`src/rtl/fpadd_share_ctrl_if.sv`:
```
// Bundle of requester, shared-datapath and response signals for fpadd_share_ctrl.
// slave  : controller side.
// master : requester / datapath / consumer side.
interface fpadd_share_ctrl_if #(
  parameter int CNT_W = 16
);
  logic             req0_valid;
  logic             req0_ready;
  logic [31:0]      req0_a;
  logic [31:0]      req0_b;
  logic             req1_valid;
  logic             req1_ready;
  logic [31:0]      req1_a;
  logic [31:0]      req1_b;
  logic [31:0]      add_a;
  logic [31:0]      add_b;
  logic             add_busy;
  logic [31:0]      add_res;
  logic             rsp_valid;
  logic             rsp_ready;
  logic [31:0]      rsp_res;
  logic             rsp_id;
  logic [CNT_W-1:0] op_cnt;

  modport slave (
    input  req0_valid, req0_a, req0_b, req1_valid, req1_a, req1_b, add_res, rsp_ready,
    output req0_ready, req1_ready, add_a, add_b, add_busy, rsp_valid, rsp_res, rsp_id, op_cnt
  );

  modport master (
    output req0_valid, req0_a, req0_b, req1_valid, req1_a, req1_b, add_res, rsp_ready,
    input  req0_ready, req1_ready, add_a, add_b, add_busy, rsp_valid, rsp_res, rsp_id, op_cnt
  );
endinterface

```
`src/rtl/fpadd_share_ctrl.sv`:
```
// Round-robin sequencer for a shared combinational FP adder run as a LAT-cycle
// multicycle path. Operands are held in add_a/add_b while the adder settles, the
// sum is captured when the wait counter reaches zero and is returned with the
// requester ID.
// Optional build macro FPADD_ZERO_BYPASS_EN: operations with a +/-0 operand skip
// the adder and respond one cycle after accept.
module fpadd_share_ctrl #(
  parameter int LAT   = 3,   // 1..15
  parameter int CNT_W = 16
) (
  input  logic               clk,
  input  logic               rst,
  fpadd_share_ctrl_if.slave  bus
);

  typedef enum logic [1:0] {IDLE, WAIT, RESP} state_t;

  localparam logic [3:0] WAIT_INIT = 4'(LAT - 1);

  state_t           state_q, state_d;
  logic             last_grant_q, last_grant_d;
  logic [31:0]      add_a_q, add_a_d;
  logic [31:0]      add_b_q, add_b_d;
  logic             add_busy_q, add_busy_d;
  logic             rsp_valid_q, rsp_valid_d;
  logic [31:0]      rsp_res_q, rsp_res_d;
  logic             rsp_id_q, rsp_id_d;
  logic [CNT_W-1:0] op_cnt_q, op_cnt_d;
  logic [3:0]       wait_cnt_q, wait_cnt_d;

  logic             grant;
  logic             grant_vld;
  logic [31:0]      sel_a;
  logic [31:0]      sel_b;
  logic             bypass;
  logic [31:0]      bypass_res;

  // Round-robin pick: a lone requester always wins, a tie goes to the one not served last.
  always_comb begin
    grant_vld = bus.req0_valid | bus.req1_valid;
    if (bus.req0_valid && bus.req1_valid) begin
      grant = ~last_grant_q;
    end else begin
      grant = bus.req1_valid;
    end
    sel_a = grant ? bus.req1_a : bus.req0_a;
    sel_b = grant ? bus.req1_b : bus.req0_b;
  end

  assign bus.req0_ready = (state_q == IDLE) && grant_vld && !grant;
  assign bus.req1_ready = (state_q == IDLE) && grant_vld &&  grant;

`ifdef FPADD_ZERO_BYPASS_EN
  // Signed-zero shortcut: the sum is the other operand, or a zero whose sign is the AND of both signs.
  always_comb begin
    logic a_zero;
    logic b_zero;
    a_zero = (sel_a[30:0] == 31'd0);
    b_zero = (sel_b[30:0] == 31'd0);
    bypass = a_zero | b_zero;
    if (a_zero && b_zero) begin
      bypass_res = {sel_a[31] & sel_b[31], 31'd0};
    end else if (a_zero) begin
      bypass_res = sel_b;
    end else begin
      bypass_res = sel_a;
    end
  end
`else
  assign bypass     = 1'b0;
  assign bypass_res = 32'd0;
`endif

  // Next-state and output-register logic; everything holds unless a transition updates it.
  always_comb begin
    state_d      = state_q;
    last_grant_d = last_grant_q;
    add_a_d      = add_a_q;
    add_b_d      = add_b_q;
    add_busy_d   = add_busy_q;
    rsp_valid_d  = rsp_valid_q;
    rsp_res_d    = rsp_res_q;
    rsp_id_d     = rsp_id_q;
    op_cnt_d     = op_cnt_q;
    wait_cnt_d   = wait_cnt_q;
    case (state_q)
      IDLE: begin
        if (grant_vld) begin
          last_grant_d = grant;
          rsp_id_d     = grant;
          if (bypass) begin
            rsp_res_d   = bypass_res;
            rsp_valid_d = 1'b1;
            state_d     = RESP;
          end else begin
            add_a_d    = sel_a;
            add_b_d    = sel_b;
            wait_cnt_d = WAIT_INIT;
            add_busy_d = 1'b1;
            state_d    = WAIT;
          end
        end
      end
      WAIT: begin
        if (wait_cnt_q == 4'd0) begin
          rsp_res_d   = bus.add_res;
          add_busy_d  = 1'b0;
          rsp_valid_d = 1'b1;
          state_d     = RESP;
        end else begin
          wait_cnt_d = wait_cnt_q - 4'd1;
        end
      end
      RESP: begin
        if (bus.rsp_ready) begin
          rsp_valid_d = 1'b0;
          op_cnt_d    = op_cnt_q + CNT_W'(1);
          state_d     = IDLE;
        end
      end
      default: state_d = IDLE;
    endcase
  end

  // State register; reset drops any in-flight operation.
  always_ff @(posedge clk) begin
    if (rst) begin
      state_q      <= IDLE;
      last_grant_q <= 1'b1;
      add_a_q      <= 32'd0;
      add_b_q      <= 32'd0;
      add_busy_q   <= 1'b0;
      rsp_valid_q  <= 1'b0;
      rsp_res_q    <= 32'd0;
      rsp_id_q     <= 1'b0;
      op_cnt_q     <= '0;
      wait_cnt_q   <= 4'd0;
    end else begin
      state_q      <= state_d;
      last_grant_q <= last_grant_d;
      add_a_q      <= add_a_d;
      add_b_q      <= add_b_d;
      add_busy_q   <= add_busy_d;
      rsp_valid_q  <= rsp_valid_d;
      rsp_res_q    <= rsp_res_d;
      rsp_id_q     <= rsp_id_d;
      op_cnt_q     <= op_cnt_d;
      wait_cnt_q   <= wait_cnt_d;
    end
  end

  assign bus.add_a     = add_a_q;
  assign bus.add_b     = add_b_q;
  assign bus.add_busy  = add_busy_q;
  assign bus.rsp_valid = rsp_valid_q;
  assign bus.rsp_res   = rsp_res_q;
  assign bus.rsp_id    = rsp_id_q;
  assign bus.op_cnt    = op_cnt_q;

endmodule

```
`src/flat_wrapper.sv`:
```
// flat-port wrapper written by rule: the top's interface ports become plain ports
module fpadd_share_ctrl_flat 
#(
  parameter int LAT   = 3,           
  parameter int CNT_W = 16
)
  (clk, rst, bus_req0_valid, bus_req0_a, bus_req0_b, bus_req1_valid, bus_req1_a, bus_req1_b, bus_add_res, bus_rsp_ready, bus_req0_ready, bus_req1_ready, bus_add_a, bus_add_b, bus_add_busy, bus_rsp_valid, bus_rsp_res, bus_rsp_id, bus_op_cnt);
  fpadd_share_ctrl_if #(.CNT_W(CNT_W)) bus_i ();
  input  logic clk;
  input  logic rst;
  input wire logic [$bits(bus_i.req0_valid)-1:0] bus_req0_valid;
  input wire logic [$bits(bus_i.req0_a)-1:0] bus_req0_a;
  input wire logic [$bits(bus_i.req0_b)-1:0] bus_req0_b;
  input wire logic [$bits(bus_i.req1_valid)-1:0] bus_req1_valid;
  input wire logic [$bits(bus_i.req1_a)-1:0] bus_req1_a;
  input wire logic [$bits(bus_i.req1_b)-1:0] bus_req1_b;
  input wire logic [$bits(bus_i.add_res)-1:0] bus_add_res;
  input wire logic [$bits(bus_i.rsp_ready)-1:0] bus_rsp_ready;
  output wire logic [$bits(bus_i.req0_ready)-1:0] bus_req0_ready;
  output wire logic [$bits(bus_i.req1_ready)-1:0] bus_req1_ready;
  output wire logic [$bits(bus_i.add_a)-1:0] bus_add_a;
  output wire logic [$bits(bus_i.add_b)-1:0] bus_add_b;
  output wire logic [$bits(bus_i.add_busy)-1:0] bus_add_busy;
  output wire logic [$bits(bus_i.rsp_valid)-1:0] bus_rsp_valid;
  output wire logic [$bits(bus_i.rsp_res)-1:0] bus_rsp_res;
  output wire logic [$bits(bus_i.rsp_id)-1:0] bus_rsp_id;
  output wire logic [$bits(bus_i.op_cnt)-1:0] bus_op_cnt;
  assign bus_i.req0_valid = bus_req0_valid;
  assign bus_i.req0_a = bus_req0_a;
  assign bus_i.req0_b = bus_req0_b;
  assign bus_i.req1_valid = bus_req1_valid;
  assign bus_i.req1_a = bus_req1_a;
  assign bus_i.req1_b = bus_req1_b;
  assign bus_i.add_res = bus_add_res;
  assign bus_i.rsp_ready = bus_rsp_ready;
  assign bus_req0_ready = bus_i.req0_ready;
  assign bus_req1_ready = bus_i.req1_ready;
  assign bus_add_a = bus_i.add_a;
  assign bus_add_b = bus_i.add_b;
  assign bus_add_busy = bus_i.add_busy;
  assign bus_rsp_valid = bus_i.rsp_valid;
  assign bus_rsp_res = bus_i.rsp_res;
  assign bus_rsp_id = bus_i.rsp_id;
  assign bus_op_cnt = bus_i.op_cnt;
  fpadd_share_ctrl #(.LAT(LAT), .CNT_W(CNT_W)) u_core (.clk(clk), .rst(rst), .bus(bus_i));
endmodule
```
`config.mk`:
```
export PLATFORM = sky130hd
export DESIGN_NAME = fpadd_share_ctrl_flat
export DESIGN_NICKNAME = d
export VERILOG_FILES = /design/src/rtl/fpadd_share_ctrl_if.sv /design/src/rtl/fpadd_share_ctrl.sv /design/src/flat_wrapper.sv
export SDC_FILE = /design/constraint.sdc
export NUM_CORES = 1
export LEC_CHECK = 0
export ABC_CLOCK_PERIOD_IN_PS = 4600
export BUFFER_PORTS_ARGS = -buffer_cell sky130_fd_sc_hd__buf_4
export CAP_MARGIN = 5
export CORE_ASPECT_RATIO = 1.4
export CORE_MARGIN = 2
export CORE_UTILIZATION = 35
export CTS_CLUSTER_DIAMETER = 50
export DETAILED_ROUTE_END_ITERATION = 10
export PLACE_DENSITY = 0.68
export SKIP_LAST_GASP = 1
export SYNTH_ARGS = -nofsm -noshare
export SYNTH_HDL_FRONTEND = slang
export SYNTH_SLANG_ARGS = --single-unit
```
`constraint.sdc`:
```
create_clock -name clk -period 4.6 [get_ports clk]
set_clock_uncertainty 0.2 [all_clocks]
set_input_delay 1.15 -clock clk [delete_from_list [all_inputs] [get_ports clk]]
set_output_delay 1.15 -clock clk [all_outputs]
set_load 0.02 [all_outputs]
```
### Yosys cells after proc, flatten, opt, wreduce, memory -nomap -nowiden

Cells that the tools add are included.

* register bits after elaboration: 122
* input port bits: 165
* output and inout bits: 117
* logic and storage cells: 52

* add/sub/neg operators: 2
* equality and inequality tests: 6
* mux-type cells: 16
* bitwise logic cells: 2
* reduce and logical (&&, ||, !) cells: 16

Operators by type and width (number)
* $mux 32: 2
* $add 16x1->16 const B: 1
* $reduce_and 3->1: 4
* $mux 4: 2
* $pmux 4 s2: 1
* $mux 2: 3
* $pmux 2 s3: 1
* $reduce_and 2->1: 3
* $mux 1: 5
* $logic_and 1x1->1: 4
* $logic_not 4->1: 1
* $ne 2x1->1 const B: 2
* $ne 2x2->1 const B: 2
* $pmux 1 s2: 2
* $reduce_bool 2->1: 2
* $sub 4x1->4 const B: 1
* $eq 2x1->1 const B: 1
* $eq 2x2->1 const B: 1
* $logic_not 2->1: 1
* $logic_not 1->1: 1
* $not 1->1: 1
* $or 1x1->1: 1

### Depth between registers and ports, before layout

Gate-level depths: netlist of run 1.

* depth after elaboration: 4
* mapped depth: 7
* depth with buffers taken out: 6

### Least setup slack after synthesis of run 1

Ideal clock, no wire load.

* kind: in2out
* start point: input port bus_req0_valid
* end point: output port bus_req1_ready
* arrival time: 1853 ps
* data required time: 3250 ps
* setup slack: 1397 ps
* stages on the path: 4
* path buffers: 2
* cells stage by stage: nand2_1 > and3_1 > clkbuf_1 > clkbuf_1

* longest elaborated chain between the ends: 3
* elaborated cells on any way between the ends: 5
* classes of those cells: 1 x mux; 1 x bitwise; 3 x reduce/logical

RTL lines
* from (decl): RTL line flat_wrapper.sv:11 `input wire logic [$bits(bus_i.req0_valid)-1:0] bus_req0_valid;`
* $or 1x1->1 or $logic_and 1x1->1 (tied branches): RTL line fpadd_share_ctrl.sv:40, fpadd_share_ctrl.sv:41
* $logic_and 1x1->1 or $mux 1 (tied branches): RTL line fpadd_share_ctrl.sv:51, fpadd_share_ctrl.sv:41
* $logic_and 1x1->1 *: RTL line fpadd_share_ctrl.sv:51 `assign bus.req1_ready = (state_q == IDLE) && grant_vld && grant;`
* to (decl): RTL line flat_wrapper.sv:20 `output wire logic [$bits(bus_i.req1_ready)-1:0] bus_req1_ready;`

Every way passes the cells marked *; elsewhere a longest branch is shown, timed or not.

### Worst setup path after layout of run 1

Same ends and word-level chain as after synthesis.

==> results of run 1 <==
## sequential cells by signal (all words and copies together), names as in the netlist, 2 cells and up
register            count
u_core.wait_cnt_q       4
u_core.bus.add_b       32
u_core.bus.add_a       32
u_core.state_q          2
u_core.bus.rsp_res     32
u_core.bus.op_cnt      16
## final cells by class
type,count,area [um^2]
Clock inverter,7,92.6
Multi-Input combinational cell,324,1920
Inverter,6,22.5
Sequential cell,122,2440
Clock buffer,22,484
Tap cell,153,191
Timing Repair Buffer,285,2140
Fill cell,1145,5460
## cell families after synthesis
logic type	Yosys count	share of synthesized area [%]
DFF	122	53.8
and+or+nand+nor	189	18.3
adders and majority gates	3	0.828
AOI/OAI and AO/OA	122	20.9
buffers and inverters	50	4.19
xor gates and xnor gates	9	1.74
muxes	1	0.221
## routing by layer
layer  track usage, %  part of all wire, %  vias to the layer above
li1                 -                    -                     2342
met1             22.8                   37                     2284
met2             36.1                   53                      226
met3             6.91                  8.0                       28
met4             6.71                  2.3                        0
met5                0                    0                        -
## where the power goes
| group | internal [mW] | switching (mW) |
|---|---|---|
| Sequential | 1.17 | 0.0659 |
| Combinational | 0.344 | 0.419 |
| Clock | 0.843 | 0.446 |
## stage by stage
step | power, mW | cell area (um^2) | setup slack (ps) | instances
6_report | 3.29 | 7290 | 1550 | 919
5_1_grt | 3.44 | 7290 | 1530 | 919
4_1_cts | 3.32 | 7290 | 1550 | 919
3_5_place_dp | 2.02 | 6720 | 1560 | 890
3_3_place_gp | 2.00 | 6720 | 1560 | 890
2_1_floorplan | 1.67 | 4540 | 1400 | 496
## cells in the mapped netlist, types with 3 or more instances
cell type,count,area [um^2]
nand2b_1,4,25.0
a21oi_1,45,225
clkbuf_1,35,131
nor2_1,80,300
dfxtp_1,122,2440
o21ai_0,7,35.0
buf_1,7,26.3
nor3_1,5,25.0
or3_1,7,43.8
inv_1,6,22.5
nand4_1,4,25.0
nand3_1,5,25.0
a222oi_1,64,641
nand2_1,71,267
xnor2_1,7,61.3
ha_1,3,37.5
## layout by cell type, fill, tap and decap left out, types with 3 or more instances in the layout
cell type / instances
a21oi_1: 45
a222oi_1: 64
buf_4: 285
clkbuf_16: 17
clkbuf_8: 4
clkinvlp_4: 3
dfxtp_1: 122
ha_1: 3
inv_1: 6
nand2_1: 71
nand2b_1: 4
nand3_1: 5
nand4_1: 4
nor2_1: 79
nor3_1: 5
o21ai_0: 7
or3_1: 7
xnor2_1: 7
## critical path, cell delays in order
cell and delay [ps]:
buf_4 110, nand2_1 50, and3_2 210, buf_4 160
## worst min-delay path by stage
stage                      startpoint                endpoint  cells past startpoint
2_1_floorplan     u_core.last_grant_q     u_core.last_grant_q                      1
3_3_place_gp   u_core.bus.rsp_res[11]  u_core.bus.rsp_res[11]                      2
3_5_place_dp   u_core.bus.rsp_res[20]  u_core.bus.rsp_res[20]                      2
4_1_cts        u_core.bus.rsp_res[29]  u_core.bus.rsp_res[29]                      2
5_1_grt        u_core.bus.rsp_res[28]  u_core.bus.rsp_res[28]                      2
6_report        u_core.bus.rsp_res[8]   u_core.bus.rsp_res[8]                      2
==> impl_metrics.csv, run 1 <==
group,metric,value,unit
synth,async_reset_ff_share,0,%
power,ir_drop,0.208,mV
clocking,root_buffer,"clkbuf_16",
worst_setup_path,cp.required,3250,ps
synth,synth_ff_type,"dfxtp_1",
worst_setup_path,timing.rr.end,"u_core.bus.rsp_res[0]",
clocking,cts_resized,0,
global_routing,grt_pass1_vias,4848,
job,maxCapViolCount,0,
synth,syn_nets,664,
drt,via_per_inst,5.31,
global_routing,overflow,0,
clocking,cts_hold_buf,0,
global_routing,antenna_found_initial,0,
drt,first_pass_iters,7,
timing,finalHoldViolCount,0,
place,io_buffers,281,
die,dieWidth,100,um
synth,synth_edf_count,0,
final_layout,num_antenna_cells,0,
clocking,clkTransAtPathRegs,50,ps
worst_setup_path,r2r-start,"u_core.wait_cnt_q[0]",
worst_setup_path,path_class,"in2out",
worst_setup_path,endpoint_kind,"output port",
synth,ys_ff_latch,122,
timing,final_max_slew_viol_count,0,
timing,whs,253,ps
die,core_area,0.0128,mm^2
timing,max_freq,328,MHz
timing,rsz0062_at_grt,"false",
timing,tns,0,ps
worst_setup_path,cp-start-kind,"input pin",
drt,num_vias,4880,
final_layout,drive_gt1_share,41.9,%
drt,drtIter0Drc,455,
place,place_hpwl,10200,um
worst_setup_path,arrival,1700,ps
synth,syn_area_per_cell,9.14,um^2
clocking,cts_num_sinks,122,
clocking,h-tree-depth,4,
final_layout,utilization,57.2,%
outcome,outcome,"finished clean",
drt,avgRoutedWirePerCell,15.9,um
worst_setup_path,reg2reg_depth,6,
global_routing,grt_pass1_wl,23200,um
synth,netlist_area,0.00454,mm^2
hold_path,hp-class,"reg2reg",
final_layout,area_growth,60.8,%
clocking,cts_made_buffers,17,
timing,slew_headroom,20.5,%
power,power_density,451,mW/mm^2
synth,yosys_warnings,0,
synth,yosys.cell_types.count,35,
global_routing,grt_max_degree,97,
drt,ant_nets,0,
die,ios,282,
die,die_height,139,um
timing,finalSetupViolCount,0,
clocking,clockBufferDepth,2,
clocking,cts_tree,"built",
global_routing,grtUsageTotal,20.5,%
clocking,post_cts_buffers,0,
drt,post-route-drc-count,0,
worst_setup_path,crit_fanout,4,
timing,min_period_over_period,66.2,%
timing,worst_pin_slew,1190,ps
die,start_util,35.6,%
die,rows,49,
worst_setup_path,endpoint,"bus_req1_ready",
power,p_leak,3.26,nW
die,design.die.area,0.0139,mm^2
worst_setup_path,regToRegSetupSlack,1960,ps
synth,ys_seq_area_share,53.8,%
final_layout,nets,924,
synth,netlist_instances,496,
clocking,insertion_delay,400,ps
worst_setup_path,cp-startpoint,"bus_req0_valid",
timing,layout_min_cycle_time,3050,ps
drt,wl,14600,um
place,place_congestion,0.817,
(Power assumes the default switching activity.)
==> inputs of run 2 (changes only) <==
--- a/config.mk
+++ b/config.mk
@@ -5,7 +5,7 @@
 export SDC_FILE = /design/constraint.sdc
 export NUM_CORES = 1
 export LEC_CHECK = 0
-export ABC_CLOCK_PERIOD_IN_PS = 4600
+export ABC_CLOCK_PERIOD_IN_PS = 3100
 export BUFFER_PORTS_ARGS = -buffer_cell sky130_fd_sc_hd__buf_4
 export CAP_MARGIN = 5
 export CORE_ASPECT_RATIO = 1.4
==> constraint.sdc (replaced) <==
create_clock -name clk -period 3.1 [get_ports clk]
set_clock_uncertainty 0.2 [all_clocks]
set_input_delay 0.775 -clock clk [delete_from_list [all_inputs] [get_ports clk]]
set_output_delay 0.775 -clock clk [all_outputs]
set_load 0.02 [all_outputs]
==> impl_metrics.csv, run 2 (synthesized netlist as in run 1, its figures left out) <==
group,metric,value,unit
place,place_hpwl,10600,um
timing,max_freq,355,MHz
clocking,post_cts_buffers,0,
timing,layout_min_cycle_time,2820,ps
drt,avgRoutedWirePerCell,16.1,um
die,design.die.area,0.0139,mm^2
clocking,root_buffer,"clkbuf_16",
timing,finalHoldViolCount,0,
final_layout,drive_gt1_share,42.2,%
drt,via_per_inst,5.38,
place,place_inst,893,
final_layout,final_common_cell,"buf_4",
drt,wl,14900,um
power,p_sw_share,28.7,%
timing,min_period_over_period,90.9,%
timing,finalSetupViolCount,0,
power,p_int,3.54,mW
job,maxCapViolCount,0,
worst_setup_path,crit_fanout,19,
clocking,cts_hold_buf,0,
timing,slew_headroom,52.4,%
hold_path,hold_path_startpoint,"u_core.bus.rsp_res[11]",
clocking,cts_tree,"built",
die,core_area,0.0128,mm^2
drt,num_vias,4974,
die,die_height,139,um
drt,post-route-drc-count,0,
drt,first_pass_iters,9,
hold_path,hp-class,"reg2reg",
worst_setup_path,r2r-start,"u_core.state_q[1]",
global_routing,grt_pass1_vias,4912,
global_routing,grtUsageTotal,20.8,%
die,dieWidth,100,um
global_routing,overflow,0,
timing,tns,0,ps
clocking,cts_made_buffers,17,
global_routing,grt_pass1_wl,23500,um
die,rows,49,
clocking,h-tree-depth,4,
final_layout,utilization,57.7,%
power,power_density,675,mW/mm^2
power,p_seq_share,36.8,%
place,placed_cell_area,0.00676,mm^2
clocking,cts_num_sinks,122,
worst_setup_path,cp.required,2120,ps
clocking,cts_resized,0,
die,start_util,35.6,%
drt,drtIter0Drc,418,
outcome,outcome,"finished clean",
worst_setup_path,cp-start-kind,"register",
worst_setup_path,path_class,"reg2out",
clocking,clkTransAtPathRegs,50,ps
power,p_leak,3.30,nW
final_layout,area_growth,62.2,%
final_layout,final_cell_mix,"buf_4, dfxtp_1, nor2_1",
final_layout,nets,927,
place,io_buffers,281,
worst_setup_path,endpoint_kind,"output port",
drt,ant_nets,0,
timing,rsz0062_at_grt,"false",
clocking,insertion_delay,400,ps
final_layout,fin_cells,925,
global_routing,grt_max_degree,84,
clocking,clockBufferDepth,2,
die,ios,282,
worst_setup_path,arrival,1840,ps
power,ir_drop,0.306,mV
power,clkPwrFrac,39.8,%
power,p_comb_share,23.3,%
timing,worst_pin_slew,714,ps
final_layout,postLayoutCellArea,0.00736,mm^2
timing,final_max_slew_viol_count,0,
power,p_sw,1.42,mW
place,place_congestion,0.820,
worst_setup_path,cp-startpoint,"u_core.state_q[1]",
final_layout,num_antenna_cells,0,
timing,whs,253,ps
global_routing,antenna_found_initial,0,
run 2: path summary, 6_finish.rpt:
| check | endpoint | slack (ps) | depth (start not counted) |
|---|---|---|---|
| min | u_core.bus.rsp_res[11] | 250 | 2 |
| max | bus_req0_ready | 280 | 3 |
| max reg2reg | u_core.bus.add_b[25] | 740 | 5 |
| min reg2reg | u_core.bus.rsp_res[11] | 250 | 2 |
run 2: worst max-delay path: stages (launching register included):
cell     delay (ps)
dfxtp_1         390
nor2_1          320
and3_2          500
buf_4           230
run 2: area by class of cell:
type / count / area, um^2
Tap cell: 153 / 191
Sequential cell: 122 / 2440
Fill cell: 1106 / 5400
Inverter: 6 / 22.5
Clock buffer: 20 / 447
Timing Repair Buffer: 288 / 2190
Multi-Input combinational cell: 324 / 1920
Clock inverter: 12 / 148
run 2: metrics by stage:
step / setup slack (ps) / total power, mW
after CTS: 281 / 5.00
after detailed placement: 486 / 3.02
after global routing: 184 / 5.20
after floorplan: 647 / 2.47
final: 281 / 4.96
after global placement: 488 / 2.99
run 2: power by group through the flow:
stage | clock, mW | sequential [mW] | combinational [mW]
after floorplan | 0 | 2.02 | 0.451
after global placement | 0 | 1.85 | 1.14
after detailed placement | 0 | 1.86 | 1.16
after CTS | 2.00 | 1.83 | 1.17
after global routing | 2.10 | 1.85 | 1.25
final | 1.98 | 1.83 | 1.16
run 2: layer usage:
metal | routed length, um | up-vias | global-route usage (%)
li1 | - | 2349 | -
met1 | 5360 | 2346 | 22.2
met2 | 7980 | 247 | 37.3
met3 | 1120 | 32 | 5.95
met4 | 476 | 0 | 9.37
met5 | 0 | - | 0
